## src/rtl/gfx_pattern_gen.sv

```systemverilog
// Raster test-pattern source: one (x, y, color) beat per pixel over pvalid/pready.
// Bars, checker, gradient and solid patterns; one-shot or continuous frames.
module gfx_pattern_gen #(
    parameter int FB_WIDTH    = 640,
    parameter int FB_HEIGHT   = 480,
    parameter int PIXEL_BITS  = 12,
    parameter int NUM_BARS    = 8,
    parameter int CHECK_SHIFT = 5,
    parameter int GRAD_SHIFT  = 5,
    localparam int FB_X_BITS  = $clog2(FB_WIDTH),
    localparam int FB_Y_BITS  = $clog2(FB_HEIGHT)
) (
    input  logic                  clk,
    input  logic                  reset,
    input  logic                  start,
    input  logic [1:0]            mode,
    input  logic                  continuous,
    input  logic [PIXEL_BITS-1:0] solid_color,
    input  logic                  pready,
    output logic                  pvalid,
    output logic [FB_X_BITS-1:0]  x,
    output logic [FB_Y_BITS-1:0]  y,
    output logic [PIXEL_BITS-1:0] color,
    output logic                  last,
    output logic                  busy,
    output logic                  frame_done
);

    localparam int COLOR_BITS = PIXEL_BITS / 3;
    localparam int BAR_W      = FB_WIDTH / NUM_BARS;
    localparam int IB         = (NUM_BARS > 1) ? $clog2(NUM_BARS) : 1;

    typedef enum logic {S_IDLE, S_RUN} state_t;

    state_t                r_state;
    logic                  r_pvalid;
    logic [FB_X_BITS-1:0]  r_x;
    logic [FB_Y_BITS-1:0]  r_y;
    logic [PIXEL_BITS-1:0] r_color;
    logic                  r_last;
    logic                  r_busy;
    logic                  r_frame_done;
    logic [1:0]            r_mode;
    logic                  r_cont;
    logic [PIXEL_BITS-1:0] r_solid;
    logic [IB-1:0]         r_bar_idx;
    logic [FB_X_BITS-1:0]  r_bar_cnt;

    logic                  w_start;
    logic                  w_adv;
    logic                  w_wrap;
    logic                  w_load;
    logic                  w_x_end;
    logic                  w_y_end;
    logic [1:0]            w_mode;
    logic [PIXEL_BITS-1:0] w_solid;
    logic [FB_X_BITS-1:0]  w_nx;
    logic [FB_Y_BITS-1:0]  w_ny;
    logic [IB-1:0]         w_nidx;
    logic [FB_X_BITS-1:0]  w_ncnt;
    logic                  w_last_n;
    logic [2:0]            w_c3;
    logic                  w_chk;
    logic [COLOR_BITS-1:0] w_grad;
    logic [3*COLOR_BITS-1:0] w_rgb;
    logic [PIXEL_BITS-1:0] w_color;

    assign w_start = (r_state == S_IDLE) && start;
    assign w_adv   = (r_state == S_RUN) && r_pvalid && pready;
    assign w_wrap  = w_adv && r_last;
    // Pattern settings are taken live from the inputs on the cycle they are latched,
    // so the first beat of a frame already uses the new settings.
    assign w_load  = w_start || (w_wrap && r_cont);
    assign w_mode  = w_load ? mode : r_mode;
    assign w_solid = w_load ? solid_color : r_solid;
    assign w_x_end = (r_x == FB_X_BITS'(FB_WIDTH - 1));
    assign w_y_end = (r_y == FB_Y_BITS'(FB_HEIGHT - 1));

    always_comb begin
        w_nx   = '0;
        w_ny   = '0;
        w_nidx = '0;
        w_ncnt = '0;
        if (!w_start && !w_x_end) begin
            w_nx = r_x + 1'b1;
            w_ny = r_y;
            if ((r_bar_cnt == FB_X_BITS'(BAR_W - 1)) && (r_bar_idx != IB'(NUM_BARS - 1))) begin
                w_nidx = r_bar_idx + 1'b1;
            end else begin
                w_nidx = r_bar_idx;
                w_ncnt = r_bar_cnt + 1'b1;
            end
        end else if (!w_start && !w_y_end) begin
            w_ny = r_y + 1'b1;
        end
    end

    assign w_last_n = (w_nx == FB_X_BITS'(FB_WIDTH - 1)) && (w_ny == FB_Y_BITS'(FB_HEIGHT - 1));

    // Colour is derived from the next coordinate so it lands in the same register as x/y.
    always_comb begin
        w_c3    = 3'(w_nidx);
        w_chk   = 1'(w_nx >> CHECK_SHIFT) ^ 1'(w_ny >> CHECK_SHIFT);
        w_grad  = COLOR_BITS'(w_nx >> GRAD_SHIFT);
        w_rgb   = '0;
        w_color = '0;
        case (w_mode)
            2'd0: begin
                w_rgb   = {{COLOR_BITS{~w_c3[1]}}, {COLOR_BITS{~w_c3[2]}}, {COLOR_BITS{~w_c3[0]}}};
                w_color = PIXEL_BITS'(w_rgb);
            end
            2'd1: begin
                w_rgb   = w_chk ? '0 : '1;
                w_color = PIXEL_BITS'(w_rgb);
            end
            2'd2: begin
                w_rgb   = {w_grad, w_grad, w_grad};
                w_color = PIXEL_BITS'(w_rgb);
            end
            default: w_color = w_solid;
        endcase
    end

    always_ff @(posedge clk) begin
        if (reset) begin
            r_state      <= S_IDLE;
            r_pvalid     <= 1'b0;
            r_x          <= '0;
            r_y          <= '0;
            r_color      <= '0;
            r_last       <= 1'b0;
            r_busy       <= 1'b0;
            r_frame_done <= 1'b0;
            r_mode       <= '0;
            r_cont       <= 1'b0;
            r_solid      <= '0;
            r_bar_idx    <= '0;
            r_bar_cnt    <= '0;
        end else begin
            r_frame_done <= w_wrap;
            if (w_load) begin
                r_mode  <= mode;
                r_cont  <= continuous;
                r_solid <= solid_color;
            end
            if (w_start || w_adv) begin
                r_x       <= w_nx;
                r_y       <= w_ny;
                r_bar_idx <= w_nidx;
                r_bar_cnt <= w_ncnt;
                r_color   <= w_color;
                r_last    <= w_last_n;
            end
            case (r_state)
                S_IDLE: begin
                    if (start) begin
                        r_state  <= S_RUN;
                        r_busy   <= 1'b1;
                        r_pvalid <= 1'b1;
                    end
                end
                default: begin
                    if (w_wrap && !r_cont) begin
                        r_state  <= S_IDLE;
                        r_busy   <= 1'b0;
                        r_pvalid <= 1'b0;
                        r_last   <= 1'b0;
                    end
                end
            endcase
        end
    end

    assign pvalid     = r_pvalid;
    assign x          = r_x;
    assign y          = r_y;
    assign color      = r_color;
    assign last       = r_last;
    assign busy       = r_busy;
    assign frame_done = r_frame_done;

endmodule

```

## config.mk

```make
export PLATFORM = sky130hd
export DESIGN_NAME = gfx_pattern_gen
export DESIGN_NICKNAME = d
export VERILOG_FILES = /design/src/rtl/gfx_pattern_gen.sv
export SDC_FILE = /design/constraint.sdc
export NUM_CORES = 1
export LEC_CHECK = 0
export CELL_PAD_IN_SITES_DETAIL_PLACEMENT = 0
export CELL_PAD_IN_SITES_GLOBAL_PLACEMENT = 1
export CORE_MARGIN = 4
export CORE_UTILIZATION = 40
export DETAILED_ROUTE_END_ITERATION = 10
export GPL_ROUTABILITY_DRIVEN = 0
export HOLD_SLACK_MARGIN = 0.05
export PLACE_DENSITY_LB_ADDON = 0.1
export SYNTH_ARGS = -nofsm -noshare
export SYNTH_HDL_FRONTEND = slang
export SYNTH_SLANG_ARGS = --single-unit
```

## constraint.sdc

```tcl
create_clock -name clk -period 2.93 [get_ports clk]
set_clock_uncertainty 0.1 [all_clocks]
set_input_delay 0.4395 -clock clk [delete_from_list [all_inputs] [get_ports clk]]
set_output_delay 0.4395 -clock clk [all_outputs]
set_load 0.05 [all_outputs]
```

==> impl_results.md <==
- Run status: finished clean
- Wire length per cell after detailed routing: between 15 and 20 um
- Post-synthesis to final-layout area growth: 24.6%
- Number of max-slew violations in the final report: 0
- Number of enable flip-flop cells after synthesis: 0
- Worst endpoint data arrival time: between 2 and 3 ns
- Post-synthesis sequential area ratio: 36.8%
- Most frequent cell after synthesis: dfxtp_1
- PortBufs: 53
- Clock Sinks: 63
- Count of vias placed by the detailed router: between 3000 and 4000
- Pin count of the biggest net entering global routing: 45
- Post-route fraction of the period consumed by the critical path: ~86%
- Clk pwr share: 36.9%
- Post-synthesis share of cell area spent on full adders, half adders and majority gates: under 10%
- Relative contribution of sequential cells to total power: between 40% and 50%
- Total clock buffers created by CTS: 9
- Synth top area cells: dfxtp_1 37%, a21oi_1 7.0%, nor2_1 6.0%
- Post-Synthesis Net Count: between 400 and 500
- Routed wire length: between 9000 and 10000 um
- Total gr overflow: 0
- Detailed Place HPWL: roughly 6600 um
- Worst min-delay path class: flip-flop to flip-flop
- Post-synth ARST share: 0%
- Standard-cell row count: 33
- Proportion of layout cells with a drive suffix above 1: 9.03%
- Static leakage power: approximately 0.0015 uW
- Capture endpoint of the worst hold path: color[3]
- Share of synthesized area spent on multiplexers: under 10%
- DRC viols: 0
- Area of the mapped netlist: roughly 0.0034 mm2
- Fraction of post-synthesis cell area in the top cell type by area: a little under two fifths
- Logic pwr share: 17.6%
- Largest vdd supply drop: between 300 and 400 uV
- Synth warn: 0
- Number of storage elements in the synthesis netlist: 63
- XOR/XNOR Fraction of Synth Area: 4.82%
- Setup repair after global routing missed its margin: no
- Shortest clock period the worst path allows after layout: 2.51 ns
- Crit Path Class: flip-flop to flip-flop
- Number of antenna repair diodes: 0
- Ratio of routed vias to standard cells: ~5.6
- Accumulated negative setup slack: 0 ns
- Reg-to-reg critical path endpoint: color[4]
- Power per unit of standard cell area: between 400 and 500 mW/mm2
- Type of destination of the critical path: flip-flop
- Switching power as a share of total power: between 20 and 30%
- Footprint of the multi-input gates: between 0.002 and 0.0025 mm2
- Net switching power: 601 uW
- Post-route design area: approximately 0.0043 mm2
- Number of failing setup endpoints in the final timing report: 0
- Cell-internal power: about 1400 uW
- Instance count of the mapped netlist: ~410
- Cts-stage hold buffer count: 0
- Number of cells on the worst reg-to-reg path: 8
- Maximum Capacitance Violations: 0
- R2R Path Start: r_bar_idx[0]
- Worst-Skew Late Latency: 0.34 ns
- Die boundary height: 101 um
- Wire length of the first global-routing pass: ~15000 um
- Floorplan die area: 0.0101 mm2
- Top cell type by total area after synthesis: dfxtp_1
- Startpoint kind of the worst setup timing path: flip-flop
- Final-layout fill cell count: just over 800
- Clock tree from TritonCTS: done
- Transition time at the pin with the least slew margin: about 0.91 ns
- Dominant combinational cell family by area after synthesis: simple AND/OR/NAND/NOR gates
- Hold Path Stages: 2
- Post-CTS clock slew at the launch and capture registers of the worst setup and hold paths: approximately 0.080 ns
- Starting density of the core: roughly two fifths
- FF-to-FF setup slack: 0.42 ns
- Core Box Area: 0.00826 mm2
- Number of global-route vias before repair: around 3000
- Number of ports placed on the die boundary: 54
- Pre-antenna DRT Iters: 5
- Predominant post-synthesis flop cell: dfxtp_1
- Largest fanout on the critical path: 5
- Number of distinct standard cells referenced by the synthesized netlist: 57
- Average cell area after synthesis: 8.45 um2
- CTS Buffer Depth: 2
- End-of-flow core utilization: 51.8%
- Initial antenna violation count: 0
- Simple-gate share of the synthesized area: 25.2%
- Worst Hold Launch: color[3]
- Overall global routing resource usage: a little under a fifth
- Total cell area at the placement stage: 0.00409 mm2
- Synth cell count leaders: 63 x dfxtp_1, 55 x nor2_1, 48 x a21oi_1, 27 x nand2_1, 18 x mux2i_1
- Root buffer cell: clkbuf_8
- Violation count after the first detailed-route iteration: approximately 120
- Share of the synthesized area in compound gates (AO/OA/AOI/OAI): about 21%
- Post-route antenna net violation count: 0
- Count of endpoints failing hold in the final timing report: 0
- Width of the die: between 100 and 150 um
- Maximum clock frequency: between 0.3 and 0.4 GHz
- Maximum level of the CTS H-tree: 3
- Register Area: roughly 0.0013 mm2
- Postcts setup bufs: 0
- Final net count: 484
- Number of gates resized after CTS: 0
- Worst-case headroom to the max-slew limit: around two fifths
- Data required time at the worst endpoint: a little over 3 ns
logic make-up (layout without fill, tap and decap cells):
kind of cell / Yosys count / after routing
buffers and inverters: 28 / 87
DFF: 63 / 63
and+or+nand+nor: 163 / 163
adders and majority gates: 5 / 5
AOI/OAI and AO/OA: 108 / 108
xor gates and xnor gates: 18 / 18
muxes: 21 / 21
cells in the final DEF (no fill, tap or decap), types with 5 or more instances in the layout:
cell type / instances
dfxtp_1: 63
nor2_1: 55
clkdlybuf4s50_1: 53
a21oi_1: 48
nand2_1: 27
mux2i_1: 18
o21ai_0: 16
nand3_1: 15
buf_4: 15
nor3_1: 14
nand4_1: 11
xor2_1: 11
clkbuf_8: 9
a211oi_1: 7
a2111oi_0: 7
xnor2_1: 6
nor2b_1: 5
nand2b_1: 5
a31oi_1: 5
ha_1: 5
power groups by stage:
stage               clock network [uW]  registers [uW]  logic [uW]
floorplan                            0            1010         165
global placement                     0             939         354
detailed placement                   0             939         356
CTS                                761             920         357
global route                       807             925         386
finish                             744             919         354
stage by stage:
stage	worst slack, ns	hold WS [ns]	total power, uW	instances
floorplan	0.402	0.360	1170	406
detailed placement	0.214	0.352	1300	554
global placement	0.232	0.353	1290	554
CTS	0.406	0.367	2040	570
finish	0.420	0.366	2020	570
global route	0.237	0.400	2120	570
final cells by class:
| cell class | count | area share, % |
|---|---|---|
| tap | 105 | 3.07 |
| timing repair buffer | 69 | 15.5 |
| clock buffer | 10 | 2.99 |
| multi-input combinational | 315 | 47.3 |
| inverter | 2 | 0.176 |
| sequential | 63 | 29.5 |
| clock inverter | 6 | 1.43 |
worst max-delay path: stages, from the launching register on:
cell,delay (ns)
dfxtp_1,0.35
ha_1,0.21
ha_1,0.18
nor4_1,0.25
and4_1,0.36
mux2_1,0.35
a21oi_1,0.30
a211oi_1,0.10
a211oi_1,0.23
routing by layer:
layer	wire length, um	vias up	global-route usage (%)
li1	-	1611	-
met1	4430	1525	26.1
met2	4180	78	28.7
met3	433	2	4.98
met4	29	0	3.11
met5	0	-	0
worst max path at each step:
stage                             from  endpoint
after floorplan                   x[0]  color[7]
after global placement          pready  color[1]
after detailed placement         start  color[6]
after CTS                 r_bar_idx[0]  color[4]
after global routing      r_bar_idx[0]  color[4]
final                     r_bar_idx[0]  color[4]
flip-flops by register name, summed over array words and instances, names as in the netlist:
register / flops
color: 12
r_solid: 12
r_bar_cnt: 10
x: 10
y: 9
r_bar_idx: 3
r_mode: 2
busy: 1
frame_done: 1
last: 1
r_cont: 1
r_state: 1
No activity file was read; power rests on OpenSTA's default activity.
==> edit (config.mk and constraints unchanged) <==
Reset style: asynchronous (`reset`), changed in one clocked block.
--- a/src/rtl/gfx_pattern_gen.sv
+++ b/src/rtl/gfx_pattern_gen.sv
@@ -121,7 +121,7 @@
         endcase
     end
 
-    always_ff @(posedge clk) begin
+    always_ff @(posedge clk or posedge reset) begin
         if (reset) begin
             r_state      <= S_IDLE;
             r_pvalid     <= 1'b0;
Formal check against the unedited RTL: differs if reset is asserted again (counterexample within 4 cycles, from zero or initial values and one cycle with reset high); with reset held inactive, the same outputs for 10 cycles.
==> edit against the original RTL <==
Setup slack got worse by 0.18 ns; largest cell class unchanged; sequential share of layout area rose by 6.5 points; wire length fell by 2.3%; area after synthesis fell by 1.3%; design area rose by 2.4%; worst hold slack got worse by 0.0017 ns; critical path type unchanged; sequential cell count did not move.
Power is not compared: it rests on default switching activity, and its combinational part moved more than twofold at a synthesized area within 25%.
==> edit: results (changes against the original RTL) <==
| Metric | Value |
|---|---|
| R2R Setup Slk | 0.24 ns (-0.18 ns) |
| Seq/Total Area, Yosys | 46.6% (+9.8 points) |
| RR Startpoint | x[0] |
| Synth cell count leaders | dfrtp_1 (63), nand2_1 (41), nor2_1 (25), o21ai_0 (24) |
| Final HPWL DP | 6.49 mm (-1.9%) |
| Synth unique cells | 51 (-11%) |
| Async S/R FF share, synth | 100% (+100 points) |
| Layout net count | 443 (-8.5%) |
| Global-route wire length before repair | 15.0 mm (-0.87%) |
| Worst-path fanout max | 8 (+3) |
| Largest net degree at the start of global routing | 40 (-11%) |
| Vias | 2920 (-9.2%) |
| Mapped Nets | 368 (-14%) |
| Layout fillers | 756 (-7.1%) |
| Synthesized area per cell | 9.84 um^2 (+16%) |
| 1st-iter DRT viols | 137 (+10%) |
| Relative slew slack | 48.9% (+9.7 points) |
| Layout cells sized above 1 | 15.1% (+6.1 points) |
| Peak VDD IR | 0.000292 V |
| Routed wire length | 8.86 mm (-2.3%) |
| Drt pass-1 iters | 4 (-1) |
| Status | finished, final reports clean |
| Hold Path Class | in2async |
| Reg2Reg Depth | 7 (-1) |
| Dpl cells | 513 (-7.4%) |
| Synth area leaders | dfrtp_1 (47%), mux2_2 (5.3%), nand2_1 (4.5%), o21ai_0 (3.5%), nor2_1 (2.8%) |
| Main synth FF type | dfrtp_1 |
| Gr usage total | 18.9% (+0.44 points) |
==> edit: cell families after synthesis <==
kind of cell	count (synthesis)	synth area share [%]
flops	63	46.6
compound gates	89	18.3
xor+xnor	12	3.11
simple gates	132	19.6
fa+ha+maj	5	1.85
buf+inv	20	2.81
mux	23	7.76
==> edit: how the worst max path moves through the flow <==
stage	startpoint	cells past startpoint	endpoint	slack, ns
2_1_floorplan	x[0]	8	last	0.07
3_3_place_gp	x[0]	7	last	0.15
3_5_place_dp	x[0]	7	last	0.18
4_1_cts	x[0]	7	last	0.14
5_1_grt	x[0]	7	last	0.05
6_report	x[0]	7	last	0.24
==> edit: routing by layer <==
metal	vias to the layer above	GRT usage (%)	share of wire, %
met4	0	6.94	1.6
met3	12	3.68	3.8
met5	-	0	0
met1	1417	26.6	48
met2	56	29.2	46
li1	1435	-	-
==> edit: critical path, cell delays in order (launching register included) <==
cell and delay, ns:
dfrtp_1 0.44, ha_1 0.26, nand4_1 0.30, or3_4 0.53
o21ai_4 0.24, nor2_1 0.09, or4b_1 0.52, o2bb2ai_1 0.14
==> edit: metrics by stage <==
stage          hold slack [ns]  worst slack, ns  instance area (um^2)  total power [W]
3_5_place_dp             0.387            0.179                  4180          0.00204
5_1_grt                  0.413           0.0526                  4380          0.00291
6_report                 0.365            0.243                  4380          0.00275
4_1_cts                  0.382            0.141                  4370          0.00279
3_3_place_gp             0.380            0.145                  4180          0.00203
2_1_floorplan            0.351           0.0749                  3380          0.00171
==> edit: layout make-up <==
cell class | count | area [um^2] | area share [%]
clock buffers | 10 | 128 | 2.92
clock inverters | 6 | 61.3 | 1.40
inverters | 7 | 26.3 | 0.600
multi-input cells | 261 | 1720 | 39.3
flip-flops and latches | 63 | 1580 | 36.0
well taps | 105 | 131 | 3.00
repair buffers | 77 | 736 | 16.8
==> edit: power groups by stage <==
stage               clock, W  sequential, W  combinational [W]
floorplan                  0        0.00142           0.000295
global placement           0        0.00114           0.000889
detailed placement         0        0.00114           0.000897
CTS                 0.000763        0.00113           0.000898
global route        0.000802        0.00115           0.000954
finish              0.000740        0.00112           0.000890
